[src/rtl/rv32i_types.sv]
// Shared types and helpers for the commit stage: FSM states, the per-cycle
// head decision, and small pure functions used by the commit controller.
package rv32i_types;

    localparam int XLEN             = 32;
    localparam int REG_ADDR_W       = 5;
    localparam int ROB_DEPTH_DFLT   = 32;
    localparam int ROB_IDX_W        = $clog2(ROB_DEPTH_DFLT);
    localparam int COMMIT_CNT_W     = 64;

    // Commit FSM states; explicit encodings keep waveforms stable across builds.
    typedef enum logic [1:0] {
        RUN        = 2'd0,
        STORE_WAIT = 2'd1,
        RECOVER    = 2'd2
    } commit_state_t;

    // What the head entry asks for in a RUN cycle.
    typedef enum logic [1:0] {
        ACT_NONE   = 2'd0,
        ACT_COMMIT = 2'd1,
        ACT_STORE  = 2'd2,
        ACT_FLUSH  = 2'd3
    } commit_action_t;

    // A control-flow instruction whose resolved direction disagrees with
    // the prediction made at fetch.
    function automatic logic is_mispredict(
        input logic is_ctrl,
        input logic br_en,
        input logic prediction
    );
        return is_ctrl && (br_en != prediction);
    endfunction

    // Correct fetch target after a mispredict: the resolved target when the
    // branch was taken, otherwise the fall-through instruction.
    function automatic logic [XLEN-1:0] redirect_target(
        input logic            br_en,
        input logic [XLEN-1:0] pc,
        input logic [XLEN-1:0] pc_new
    );
        return br_en ? pc_new : (pc + XLEN'(4));
    endfunction

    // x0 is hardwired to zero, so a write to it is dropped.
    function automatic logic rd_writable(
        input logic                  regf_we,
        input logic [REG_ADDR_W-1:0] rd_addr
    );
        return regf_we && (rd_addr != '0);
    endfunction

endpackage

[src/rtl/flush_timer.sv]
// Loadable down-counter that times the post-flush recovery window.
// done is high while the count is at its final cycle (1) or has run out,
// so the owner can leave the recovery state on that cycle.
module flush_timer #(
    parameter int W = 2
) (
    input  logic         clk,
    input  logic         rst,
    input  logic         load,
    input  logic [W-1:0] load_val,
    input  logic         dec,
    output logic         done
);

    logic [W-1:0] count_reg;

    // Load has priority over decrement; the counter never underflows.
    always_ff @(posedge clk) begin
        if (!rst) begin
            count_reg <= '0;
        end else if (load) begin
            count_reg <= load_val;
        end else if (dec && (count_reg != '0)) begin
            count_reg <= count_reg - W'(1);
        end
    end

    // Treat an empty counter as done too so the owner can never get stuck.
    always_comb begin
        done = (count_reg <= W'(1));
    end

endmodule

[src/rtl/rob_commit_ctrl.sv]
// In-order retirement controller at the reorder buffer head. Each RUN cycle
// it commits the head, releases a store to the LSQ, or raises a flush and
// fetch redirect on a mispredict. It owns the ROB pop strobe, the global
// flush, the dispatch stall and the retired-instruction counter.
module rob_commit_ctrl
    import rv32i_types::*;
#(
    parameter int ROB_DEPTH    = 32,
    parameter int FLUSH_CYCLES = 2
) (
    input  logic                          clk,
    input  logic                          rst,
    input  logic                          head_valid,
    input  logic                          head_done,
    input  logic [$clog2(ROB_DEPTH)-1:0]  head_rob_idx,
    input  logic [XLEN-1:0]               head_pc,
    input  logic [REG_ADDR_W-1:0]         head_rd_addr,
    input  logic [XLEN-1:0]               head_rd_data,
    input  logic                          head_regf_we,
    input  logic                          head_is_store,
    input  logic                          head_is_ctrl,
    input  logic                          head_br_en,
    input  logic                          head_prediction,
    input  logic [XLEN-1:0]               head_pc_new,
    input  logic                          store_ack,
    output logic                          dequeue_o,
    output logic                          regf_we_o,
    output logic [REG_ADDR_W-1:0]         regf_rd_addr_o,
    output logic [XLEN-1:0]               regf_rd_data_o,
    output logic [$clog2(ROB_DEPTH)-1:0]  regf_rob_idx_o,
    output logic                          store_commit_req_o,
    output logic                          flush_o,
    output logic                          redirect_valid_o,
    output logic [XLEN-1:0]               redirect_pc_o,
    output logic                          dispatch_stall_o,
    output logic [COMMIT_CNT_W-1:0]       commit_count_o
);

    // A zero-length recovery window is not meaningful; clamp to one cycle.
    localparam int FLUSH_LOAD = (FLUSH_CYCLES < 1) ? 1 : FLUSH_CYCLES;
    localparam int TIMER_W    = $clog2(FLUSH_LOAD + 1);

    commit_state_t              state_reg;
    commit_state_t              state_next;
    logic                       ack_seen_reg;
    logic                       ack_seen_next;
    logic [COMMIT_CNT_W-1:0]    commit_count_reg;

    commit_action_t             action;
    logic                       rd_write;
    logic                       store_done;
    logic                       timer_load;
    logic                       timer_dec;
    logic                       timer_done;

    flush_timer #(
        .W (TIMER_W)
    ) u_flush_timer (
        .clk      (clk),
        .rst      (rst),
        .load     (timer_load),
        .load_val (TIMER_W'(FLUSH_LOAD)),
        .dec      (timer_dec),
        .done     (timer_done)
    );

    // Classify the head entry; stores win over control flow.
    always_comb begin
        action = ACT_NONE;
        if (head_valid && head_done) begin
            if (head_is_store) begin
                action = ACT_STORE;
            end else if (is_mispredict(head_is_ctrl, head_br_en, head_prediction)) begin
                action = ACT_FLUSH;
            end else begin
                action = ACT_COMMIT;
            end
        end
        rd_write = rd_writable(head_regf_we, head_rd_addr);
        // An ack coincident with the first request cycle is remembered so
        // the store still retires on the following STORE_WAIT cycle.
        store_done = store_ack || ack_seen_reg;
    end

    // Strobes and next state. Everything is held at zero while in reset.
    always_comb begin
        state_next         = state_reg;
        ack_seen_next      = 1'b0;
        timer_load         = 1'b0;
        timer_dec          = 1'b0;
        dequeue_o          = 1'b0;
        regf_we_o          = 1'b0;
        store_commit_req_o = 1'b0;
        flush_o            = 1'b0;
        redirect_valid_o   = 1'b0;
        redirect_pc_o      = '0;
        dispatch_stall_o   = 1'b0;

        case (state_reg)
            RUN: begin
                case (action)
                    ACT_STORE: begin
                        store_commit_req_o = 1'b1;
                        ack_seen_next      = store_ack;
                        state_next         = STORE_WAIT;
                    end
                    ACT_FLUSH: begin
                        dequeue_o        = 1'b1;
                        regf_we_o        = rd_write;
                        flush_o          = 1'b1;
                        redirect_valid_o = 1'b1;
                        redirect_pc_o    = redirect_target(head_br_en, head_pc, head_pc_new);
                        dispatch_stall_o = 1'b1;
                        timer_load       = 1'b1;
                        state_next       = RECOVER;
                    end
                    ACT_COMMIT: begin
                        dequeue_o = 1'b1;
                        regf_we_o = rd_write;
                    end
                    default: begin
                    end
                endcase
            end
            STORE_WAIT: begin
                if (store_done) begin
                    dequeue_o  = 1'b1;
                    state_next = RUN;
                end else begin
                    store_commit_req_o = 1'b1;
                end
            end
            RECOVER: begin
                dispatch_stall_o = 1'b1;
                timer_dec        = 1'b1;
                if (timer_done) begin
                    state_next = RUN;
                end
            end
            default: begin
                state_next = RUN;
            end
        endcase

        if (!rst) begin
            state_next         = RUN;
            ack_seen_next      = 1'b0;
            timer_load         = 1'b0;
            timer_dec          = 1'b0;
            dequeue_o          = 1'b0;
            regf_we_o          = 1'b0;
            store_commit_req_o = 1'b0;
            flush_o            = 1'b0;
            redirect_valid_o   = 1'b0;
            redirect_pc_o      = '0;
            dispatch_stall_o   = 1'b0;
        end
    end

    // Architectural write port mirrors the head only when actually writing.
    always_comb begin
        regf_rd_addr_o = regf_we_o ? head_rd_addr : '0;
        regf_rd_data_o = regf_we_o ? head_rd_data : '0;
        regf_rob_idx_o = regf_we_o ? head_rob_idx : '0;
    end

    // FSM state and the remembered early store acknowledge.
    always_ff @(posedge clk) begin
        if (!rst) begin
            state_reg    <= RUN;
            ack_seen_reg <= 1'b0;
        end else begin
            state_reg    <= state_next;
            ack_seen_reg <= ack_seen_next;
        end
    end

    // Retired-instruction counter, free-running modulo 2^64.
    always_ff @(posedge clk) begin
        if (!rst) begin
            commit_count_reg <= '0;
        end else if (dequeue_o) begin
            commit_count_reg <= commit_count_reg + COMMIT_CNT_W'(1);
        end
    end

    assign commit_count_o = commit_count_reg;

endmodule

[config.mk]
export PLATFORM = sky130hd
export DESIGN_NAME = rob_commit_ctrl
export DESIGN_NICKNAME = d
export VERILOG_FILES = /design/src/rtl/rv32i_types.sv /design/src/rtl/flush_timer.sv /design/src/rtl/rob_commit_ctrl.sv
export SDC_FILE = /design/constraint.sdc
export NUM_CORES = 1
export LEC_CHECK = 0
export ABC_AREA = 1
export CORE_UTILIZATION = 47
export DETAILED_ROUTE_END_ITERATION = 7
export GPL_ROUTABILITY_DRIVEN = 0
export GPL_TIMING_DRIVEN = 1
export PLACE_DENSITY_LB_ADDON = 0.1
export REMOVE_ABC_BUFFERS = 1
export SLEW_MARGIN = 25
export SYNTH_ARGS = -nofsm -noshare
export SYNTH_HDL_FRONTEND = slang
export SYNTH_SLANG_ARGS = --single-unit
[constraint.sdc]
create_clock -name clk -period 7.18 [get_ports clk]
set_input_delay 2.154 -clock clk [delete_from_list [all_inputs] [get_ports clk]]
set_output_delay 2.154 -clock clk [all_outputs]
set_load 0.05 [all_outputs]
==> flow_summary_export.csv, run 1 <==
group,metric,value,unit
routing,wl_per_cell,15.03,um
critical_path,crit_buf_inv,3,
synthesis,syn_inst,1093,
cts,htree_levels,3,
die,die_area,13310,um2
sta,slew_viol_final,0,
synthesis,yosys.cell_types.count,40,
synthesis,ys_top_cells_by_area,"dfxtp_1, nand2_1, nor2_1",
critical_path,path_cells,"clkdlybuf4s50_1 > ha_1 > nand3_2 > nor3_4 > nand3_2 > nor2_1 > nand2_1 > nand2_1 > nand3_1 > nand2_1 > inv_1 > buf_12",
sta,finalSetupViolCount,0,
routing,vias,7864,
sta,finClkSkew,0.007970,ns
grt,grt_overflow,0,
routing,drc,0,
critical_path,crit_path_start,"head_pc[2]",
finish,num-nets-final,1468,
power,total_power,0.001016,W
critical_path,crit_fanout,6,
synthesis,ys_dominant_reg_cell,"dfxtp_1",
finish,synthToLayoutAreaGrowth,63.94,%
routing,via_per_inst,5.157,
cts,cts_root_buf,"clkbuf_16",
synthesis,synth_edf_count,0,
synthesis,synth_common_cells,"nand2_1, nor2_1, inv_1",
critical_path,slowest_delay,0.61,ns
grt,grt_pass1_vias,7156,
min_path,hp-start,"commit_count_o[7]",
finish,fin_cells,1525,
die,die_w,115.4,um
placement,placed_area,9602,um2
sta,final_hold_viol_count,0,
die,core_area,12570,um2
synthesis,yosysTopAreaCell,"dfxtp_1",
die,initial_core_util,48.06,%
grt,grt_pass1_wl,35310,um
routing,first_pass_iters,6,
min_path,hold_class,"reg2reg",
cts,numCtsBuffers,9,
power,ir_worst_vdd,0.1074,mV
synthesis,async_flop_share,0,%
critical_path,worst_path_max_delay_cell,"clkdlybuf4s50_1",
finish,largest_reg_flops,64,
synthesis,avgSynthCellArea,5.527,um2
cts,clk_path_buf_depth,2,
power,leakage,4.176,nW
synthesis,syn_area,6041,um2
cts,cts.sinks,69,
critical_path,worstSetupEndpointType,"primary output",
critical_path,crit_arrival,4.30,ns
grt,grt_max_degree,44,
routing,postRouteAntennaNets,0,
status,status,"finished clean",
synthesis,synth_most_common_cell,"nand2_1",
sta,tightest_slew,0.6355,ns
grt,antenna_found_initial,0,
cts,hold_buffers,0,
synthesis,netlist.area_leader.share,22.87,%
sta,whs,0.5074,ns
sta,fmax,155.0,MHz
critical_path,rr_startpoint,"commit_count_o[0]",
die,rows,41,
sta,post-route-min-period,6.451,ns
routing,first_iter_violations,668,
run,drv_cap,0,
placement,port_buffers,259,
die,fp.dieH,115.4,um
sta,setup-tns-final,0,ns
grt,grtUsageTotal,34.05,%
critical_path,cp_data_required_time,5.03,ns
routing,wirelength,22920,um
placement,post-dp-hpwl,18220,um
power,p_per_area,102.6,nW/um2
cts,postCtsSetupBuffers,0,
die,ioPinCount,260,
critical_path,worstSetupStartpointType,"input pin",
critical_path,path_common_cell,"nand2_1",
finish,final_layout_size_suffix_gt1_share,11.68,%
cts,cts_resized,0,
sta,min_period_over_period,89.85,%
finish,diodes,0,
cts,cts.reportedPaths.clkPinSlew,0.06,ns
finish,final_area,9903,um2
cts,cts_tree,"done",
cts,insertion_delay,0.34,ns
sta,relSlewSlack,57.50,%
critical_path,path_class,"in2out",
placement,placed_cells,1509,
synthesis,ys_seq_area_share,22.87,%
synthesis,yosysWarnings,0,
synthesis,synth_seq_cells,69,
critical_path,crit_family,"simple AND/OR/NAND/NOR gates",
sta,rsz0062_at_grt,"false",
[final timing paths]
| kind | end | slack, ns | depth (start not counted) |
|---|---|---|---|
| worst min-delay path | commit_count_o[7] | 0.51 | 2 |
| worst max-delay path | redirect_pc_o[28] | 0.73 | 12 |
| worst max register to register | commit_count_o[32] | 5.08 | 9 |
| worst min register to register | commit_count_o[7] | 0.51 | 2 |
[worst reg2reg max path, cell delays in order, from the launching register on]
cell and delay, ns:
dfxtp_1 0.47, ha_1 0.33, nand3_1 0.16, inv_1 0.15
nand2_1 0.13, nor2_1 0.32, nand2_1 0.12, xnor2_1 0.14
nand2_1 0.08, a21oi_1 0.14
[through the flow]
| step | util [%] | worst slack (ns) |
|---|---|---|
| 6_report | 78.80 | 0.7289 |
| 4_1_cts | 78.80 | 0.7441 |
| 3_5_place_dp | 76.40 | 0.7533 |
| 3_3_place_gp | 76.40 | 0.8173 |
| 2_1_floorplan | - | 0.5373 |
| 5_1_grt | 78.80 | 0.5748 |
[power breakdown]
group / total (W) / leakage [nW] / internal [W] / switching [W]
combinational: 0.000176 / 3.47 / 0.0000905 / 0.0000851
sequential: 0.000385 / 0.556 / 0.000384 / 0.00000132
clock: 0.000455 / 0.152 / 0.000278 / 0.000177
[area by class of cell]
type	count	area, um2
flip-flops and latches	69	1381
well taps	172	215.2
fillers	969	2665
clock inverters	6	62.56
repair buffers	268	3461
multi-input cells	826	3891
clock buffers	10	239.0
inverters	174	653.1
[placed cells by master, fill, tap and decap left out, types with 10 or more instances in the layout]
cell	instances
inv_1	170
a21oi_1	37
clkdlybuf4s50_1	179
dfxtp_1	69
xnor2_1	10
buf_12	80
nand2_1	285
o21ai_0	31
nor3_1	23
nand3_1	67
nand4_1	35
nor2_2	18
nor2_1	243
xor2_1	16
[cell families (layout without fill, tap and decap cells)]
family / count (synthesis) / after routing / synth area share [%]
buffers and inverters: 198 / 458 / 12.72
xor gates and xnor gates: 26 / 26 / 3.770
adders and majority gates: 4 / 4 / 0.8285
and+or+nand+nor: 716 / 716 / 52.53
AOI/OAI and AO/OA: 80 / 80 / 7.291
DFF: 69 / 69 / 22.87
[metal layers]
layer  up-vias  GRT usage, %  wire length, um
li1       3926             -                -
met1      3512         40.54             8908
met2       360         58.88            10980
met3        66         6.853             2143
met4         0         15.41              892
met5         -             0                0
(Power assumes the default switching activity.)
==> run 2, diff against run 1 <==
--- a/config.mk
+++ b/config.mk
@@ -6,7 +6,7 @@
 export NUM_CORES = 1
 export LEC_CHECK = 0
 export ABC_AREA = 1
-export CORE_UTILIZATION = 47
+export CORE_UTILIZATION = 43
 export DETAILED_ROUTE_END_ITERATION = 7
 export GPL_ROUTABILITY_DRIVEN = 0
 export GPL_TIMING_DRIVEN = 1
@@ -15,4 +15,5 @@
 export SLEW_MARGIN = 25
 export SYNTH_ARGS = -nofsm -noshare
 export SYNTH_HDL_FRONTEND = slang
+export SYNTH_HIERARCHICAL = 1
 export SYNTH_SLANG_ARGS = --single-unit
==> constraint.sdc (replaced) <==
create_clock -name clk -period 6.9 [get_ports clk]
set_input_delay 2.07 -clock clk [delete_from_list [all_inputs] [get_ports clk]]
set_output_delay 2.07 -clock clk [all_outputs]
set_load 0.05 [all_outputs]
==> flow_summary_export.csv, run 2 <==
group,metric,value,unit
cts,postCtsSetupBuffers,0,
die,fp.dieH,119.5,um
sta,relSlewSlack,52.27,%
critical_path,path_common_cell,"nor2_1",
sta,rsz0062_at_grt,"false",
finish,diodes,0,
finish,fin_util,73.15,%
synthesis,synth_seq_cells,69,
synthesis,async_flop_share,0,%
grt,grt-busiest-layer,"met2",
synthesis,ys_dominant_reg_cell,"dfxtp_1",
grt,grt_overflow,0,
cts,hold_buffers,0,
status,status,"finished clean",
grt,grt_pass1_wl,36340,um
sta,finalSetupViolCount,0,
cts,numCtsBuffers,9,
synthesis,synth_common_cells,"nand2_1, nor2_1, inv_1",
die,die_area,14270,um2
sta,worst_slack,0.5178,ns
finish,num-nets-final,1464,
synthesis,yosys.cell_types.count,39,
cts,cts_resized,0,
critical_path,crit_buf_inv,4,
cts,insertion_delay,0.33,ns
finish,final_layout_size_suffix_gt1_share,10.38,%
critical_path,path_cells,"clkdlybuf4s50_1 > nand2_1 > nor2_1 > nand3_1 > nor2_1 > inv_1 > nor2_1 > o21ai_0 > inv_1 > buf_12",
grt,grt_pass1_vias,7392,
routing,wirelength,22660,um
finish,nFillCells,1119,
synthesis,synth_edf_count,0,
power,total_power,0.001089,W
sta,post-route-min-period,6.382,ns
power,leakage,4.242,nW
critical_path,worstSetupEndpointType,"primary output",
placement,placed_area,9438,um2
placement,pre_cts_slack,0.4844,ns
die,initial_core_util,44.44,%
synthesis,synth_most_common_cell,"nand2_1",
cts,cts.reportedPaths.clkPinSlew,0.05,ns
cts,htree_levels,3,
grt,use_met1,35.09,%
die,ioPinCount,260,
cts,cts_tree,"done",
routing,vias,7885,
sta,setup-tns-final,0,ns
die,core_area,13350,um2
synthesis,yosysTopAreaCell,"dfxtp_1",
finish,final_area,9764,um2
critical_path,crit_arrival,4.31,ns
power,p_per_area,111.5,nW/um2
critical_path,path_class,"in2out",
cts,cts.sinks,69,
sta,slew_viol_final,0,
synthesis,yosysWarnings,6,
grt,grtUsageTotal,31.92,%
sta,finClkSkew,0.004832,ns
critical_path,worst_path_max_delay_cell,"clkdlybuf4s50_1",
critical_path,slowest_delay,0.45,ns
routing,wl_per_cell,14.86,um
placement,post-dp-hpwl,18420,um
synthesis,syn_inst,1091,
sta,fmax,156.7,MHz
routing,drc,0,
sta,tightest_slew,0.7152,ns
sta,min_period_over_period,92.50,%
run,drv_cap,0,
grt,met3_usage,8.238,%
finish,largest_reg_flops,64,
synthesis,netlist.area_leader.share,23.29,%
finish,final_common_cell,"nand2_1",
grt,grt_max_degree,42,
critical_path,worstSetupStartpointType,"input pin",
die,die_w,119.5,um
synthesis,avgSynthCellArea,5.437,um2
finish,synthToLayoutAreaGrowth,64.61,%
grt,grt_util_met2,59.18,%
die,rows,42,
finish,final_cell_mix,"nand2_1, nor2_1, inv_1, clkdlybuf4s50_1, buf_12",
placement,port_buffers,259,
grt,antenna_found_initial,0,
synthesis,ys_seq_area_share,23.29,%
power,ir_worst_vdd,0.1051,mV
routing,first_iter_violations,651,
sta,final_hold_viol_count,0,
min_path,hold_class,"reg2reg",
synthesis,ys_top_cells_by_area,"dfxtp_1, nand2_1, nor2_1",
routing,via_per_inst,5.170,
cts,clk_path_buf_depth,2,
synthesis,syn_area,5932,um2
routing,postRouteAntennaNets,0,
cts,cts_root_buf,"clkbuf_16",
critical_path,crit_fanout,20,
routing,first_pass_iters,5,
critical_path,crit_family,"buffers and inverters",
critical_path,cp_data_required_time,4.83,ns
-- run 2: cell count changes after synthesis, sizes merged, moves of 3 or more --
cell	delta
nor2	-31
inv	+22
xor2	-8
nand3	-6
or2	+6
xnor2	-6
a31oi	+5
buf	+5
clkbuf	-5
nor3	+4
o21ai	+4
nand3b	-3
o21a	+3
-- run 2: area by class of cell --
cell class	count	area, um2	share of cell area, %
clock inverters	4	70.07	0.7176
flip-flops and latches	69	1381	14.15
clock buffers	12	256.5	2.627
well taps	176	220.2	2.255
multi-input cells	804	3710	37.99
inverters	194	728.2	7.458
repair buffers	266	3398	34.80
-- run 2: logic make-up after synthesis --
family,Yosys count,synth area share (%)
xor gates and xnor gates,12,1.772
AOI/OAI and AO/OA,96,8.943
DFF,69,23.29
buffers and inverters,218,14.17
and+or+nand+nor,690,50.85
other,2,0.1266
adders and majority gates,4,0.8437
-- run 2: report_power, final --
| part | leakage [nW] | total [W] | internal, W | switching (W) |
|---|---|---|---|---|
| combinational | 3.52 | 0.000182 | 0.0000924 | 0.0000892 |
| clock | 0.163 | 0.000506 | 0.000335 | 0.000171 |
| sequential | 0.556 | 0.000401 | 0.000400 | 0.00000117 |
-- run 2: tightest hold or removal path: stages, from the launching register on --
cell     delay (ns)
dfxtp_1        0.33
nand2_1        0.07
a21oi_1        0.06
-- run 2: final timing paths --
check,startpoint,cells after the start,to,slack (ns)
setup / recovery,head_done,10,redirect_pc_o[17],0.52
hold / removal,commit_count_o[63],2,commit_count_o[63],0.50
setup reg to reg,state_reg[1],8,commit_count_o[50],4.62
hold reg to reg,commit_count_o[63],2,commit_count_o[63],0.50
-- run 2: through the flow --
step	cells	hold slack [ns]
6_report	1525	0.5030
3_5_place_dp	1509	0.4885
2_1_floorplan	1067	0.4990
4_1_cts	1525	0.5013
5_1_grt	1525	0.5315
3_3_place_gp	1509	0.4806
-- run 2: metal layers --
layer | vias up | share of wire, %
met5 | - | 0
met4 | 0 | 2.4
met3 | 47 | 9.3
met2 | 371 | 52
met1 | 3564 | 36
li1 | 3903 | -
==> run 3, diff against run 2 <==
--- a/config.mk
+++ b/config.mk
@@ -6,7 +6,8 @@
 export NUM_CORES = 1
 export LEC_CHECK = 0
 export ABC_AREA = 1
-export CORE_UTILIZATION = 43
+export CORE_UTILIZATION = 48
+export CTS_BUF_LIST = sky130_fd_sc_hd__clkbuf_8
 export DETAILED_ROUTE_END_ITERATION = 7
 export GPL_ROUTABILITY_DRIVEN = 0
 export GPL_TIMING_DRIVEN = 1
==> constraint.sdc (replaced) <==
create_clock -name clk -period 7.81 [get_ports clk]
set_input_delay 2.343 -clock clk [delete_from_list [all_inputs] [get_ports clk]]
set_output_delay 2.343 -clock clk [all_outputs]
set_load 0.05 [all_outputs]
==> flow_summary_export.csv, run 3 (synthesized netlist as in run 2, its figures left out) <==
group,metric,value,unit
cts,clk_path_buf_depth,2,
finish,synthToLayoutAreaGrowth,62.01,%
routing,via_per_inst,5.295,
critical_path,worstSetupEndpointType,"primary output",
sta,slew_viol_final,0,
critical_path,crit_fanout,20,
cts,numCtsBuffers,9,
critical_path,worstSetupStartpointType,"input pin",
critical_path,reg2reg_depth,8,
cts,cts.reportedPaths.clkPinSlew,0.07,ns
sta,fmax,143.1,MHz
placement,post-dp-hpwl,17850,um
sta,setup-tns-final,0,ns
routing,postRouteAntennaNets,0,
routing,first_pass_iters,8,
sta,relSlewSlack,45.52,%
routing,first_iter_violations,826,
sta,whs,0.5104,ns
critical_path,path_class,"in2out",
sta,final_hold_viol_count,0,
cts,htree_levels,3,
power,leakage,4.181,nW
die,fp.dieH,113.2,um
power,ir_worst_vdd,0.06647,mV
power,p_per_area,83.11,nW/um2
routing,vias,7906,
die,die_w,113.2,um
placement,placed_cells,1477,
sta,rsz0062_at_grt,"false",
min_path,hold_class,"reg2reg",
cts,cts_root_buf,"clkbuf_8",
die,ioPinCount,260,
grt,grt_max_degree,56,
cts,hold_buffers,0,
finish,fin_cells,1493,
sta,tightest_slew,0.8160,ns
routing,wirelength,21970,um
die,die_area,12810,um2
finish,final_cell_mix,"nand2_1, nor2_1, inv_1, clkdlybuf4s50_1, buf_12",
die,initial_core_util,49.39,%
cts,insertion_delay,0.36,ns
grt,antenna_found_initial,0,
cts,postCtsSetupBuffers,0,
min_path,whs_path_depth,1,
grt,grt_overflow,0,
sta,finalSetupViolCount,0,
finish,diodes,0,
finish,largest_reg_flops,64,
cts,cts_tree,"done",
placement,port_buffers,259,
cts,cts.sinks,69,
critical_path,cp_data_required_time,5.47,ns
routing,drc,0,
grt,grt_pass1_vias,7174,
critical_path,crit_arrival,4.65,ns
routing,wl_per_cell,14.72,um
finish,nFillCells,875,
cts,cts_resized,0,
die,core_area,12010,um2
grt,grtUsageTotal,33.90,%
finish,final_layout_size_suffix_gt1_share,10.48,%
finish,num-nets-final,1461,
sta,post-route-min-period,6.989,ns
status,status,"finished clean",
finish,final_common_cell,"nand2_1",
sta,finClkSkew,0.007908,ns
run,drv_cap,0,
grt,grt_pass1_wl,34490,um
sta,min_period_over_period,89.48,%
die,rows,40,
finish,seqCellArea,1381,um2
finish,multi_input_area,3710,um2
## run 3: cell types whose count changed in the layout (fill, tap and decap cells not counted), moves of 2 or more
| cell | change |
|---|---|
| clkbuf_8 | +11 |
| clkbuf_16 | -9 |
| buf_12 | +3 |
| buf_4 | -3 |
| bufinv_16 | -2 |
| clkdlybuf4s50_1 | -2 |
## run 3: layer usage
metal	routed length (um)	vias to the layer above	track usage [%]
met4	798	0	12.11
met5	0	-	0
li1	-	3890	-
met3	2173	73	9.695
met1	7868	3544	36.33
met2	11130	399	63.07
## run 3: layout make-up
class / count / share of cell area [%]
clock buffers: 13 / 1.862
clock inverters: 3 / 0.1823
inverters: 194 / 7.577
repair buffers: 263 / 35.49
multi-input cells: 804 / 38.60
well taps: 147 / 1.914
flip-flops and latches: 69 / 14.37
## run 3: where the power goes
group,switching (W),internal [W]
registers,0.00000106,0.000353
clock network,0.000136,0.000149
logic,0.0000781,0.0000822
## run 3: path summary, 6_finish.rpt
| check | from | endpoint | slack (ns) |
|---|---|---|---|
| hold reg to reg | commit_count_o[5] | commit_count_o[5] | 0.51 |
| hold / removal | commit_count_o[5] | commit_count_o[5] | 0.51 |
| setup / recovery | head_br_en | dispatch_stall_o | 0.82 |
| setup reg to reg | commit_count_o[0] | commit_count_o[50] | 5.57 |
## run 3: per-stage QoR
step                total power [W]  area (um2)  utilization (%)  setup slack, ns
finish                    0.0007988        9610            80.01           0.8213
global route              0.0008254        9610            80.01           0.6426
CTS                       0.0007982        9610            80.01           0.8344
detailed placement        0.0005206        9414            78.38           0.8571
global placement          0.0005190        9414            78.38           0.9321
floorplan                 0.0004204        5819                -          -0.6944
## run 3: critical path: stages
cell and delay, ns:
clkdlybuf4s50_1 0.54, or2_2 0.33, nand3_1 0.08, nor2_1 0.05, buf_4 0.21, inv_1 0.51, o21ai_0 0.34, buf_12 0.24
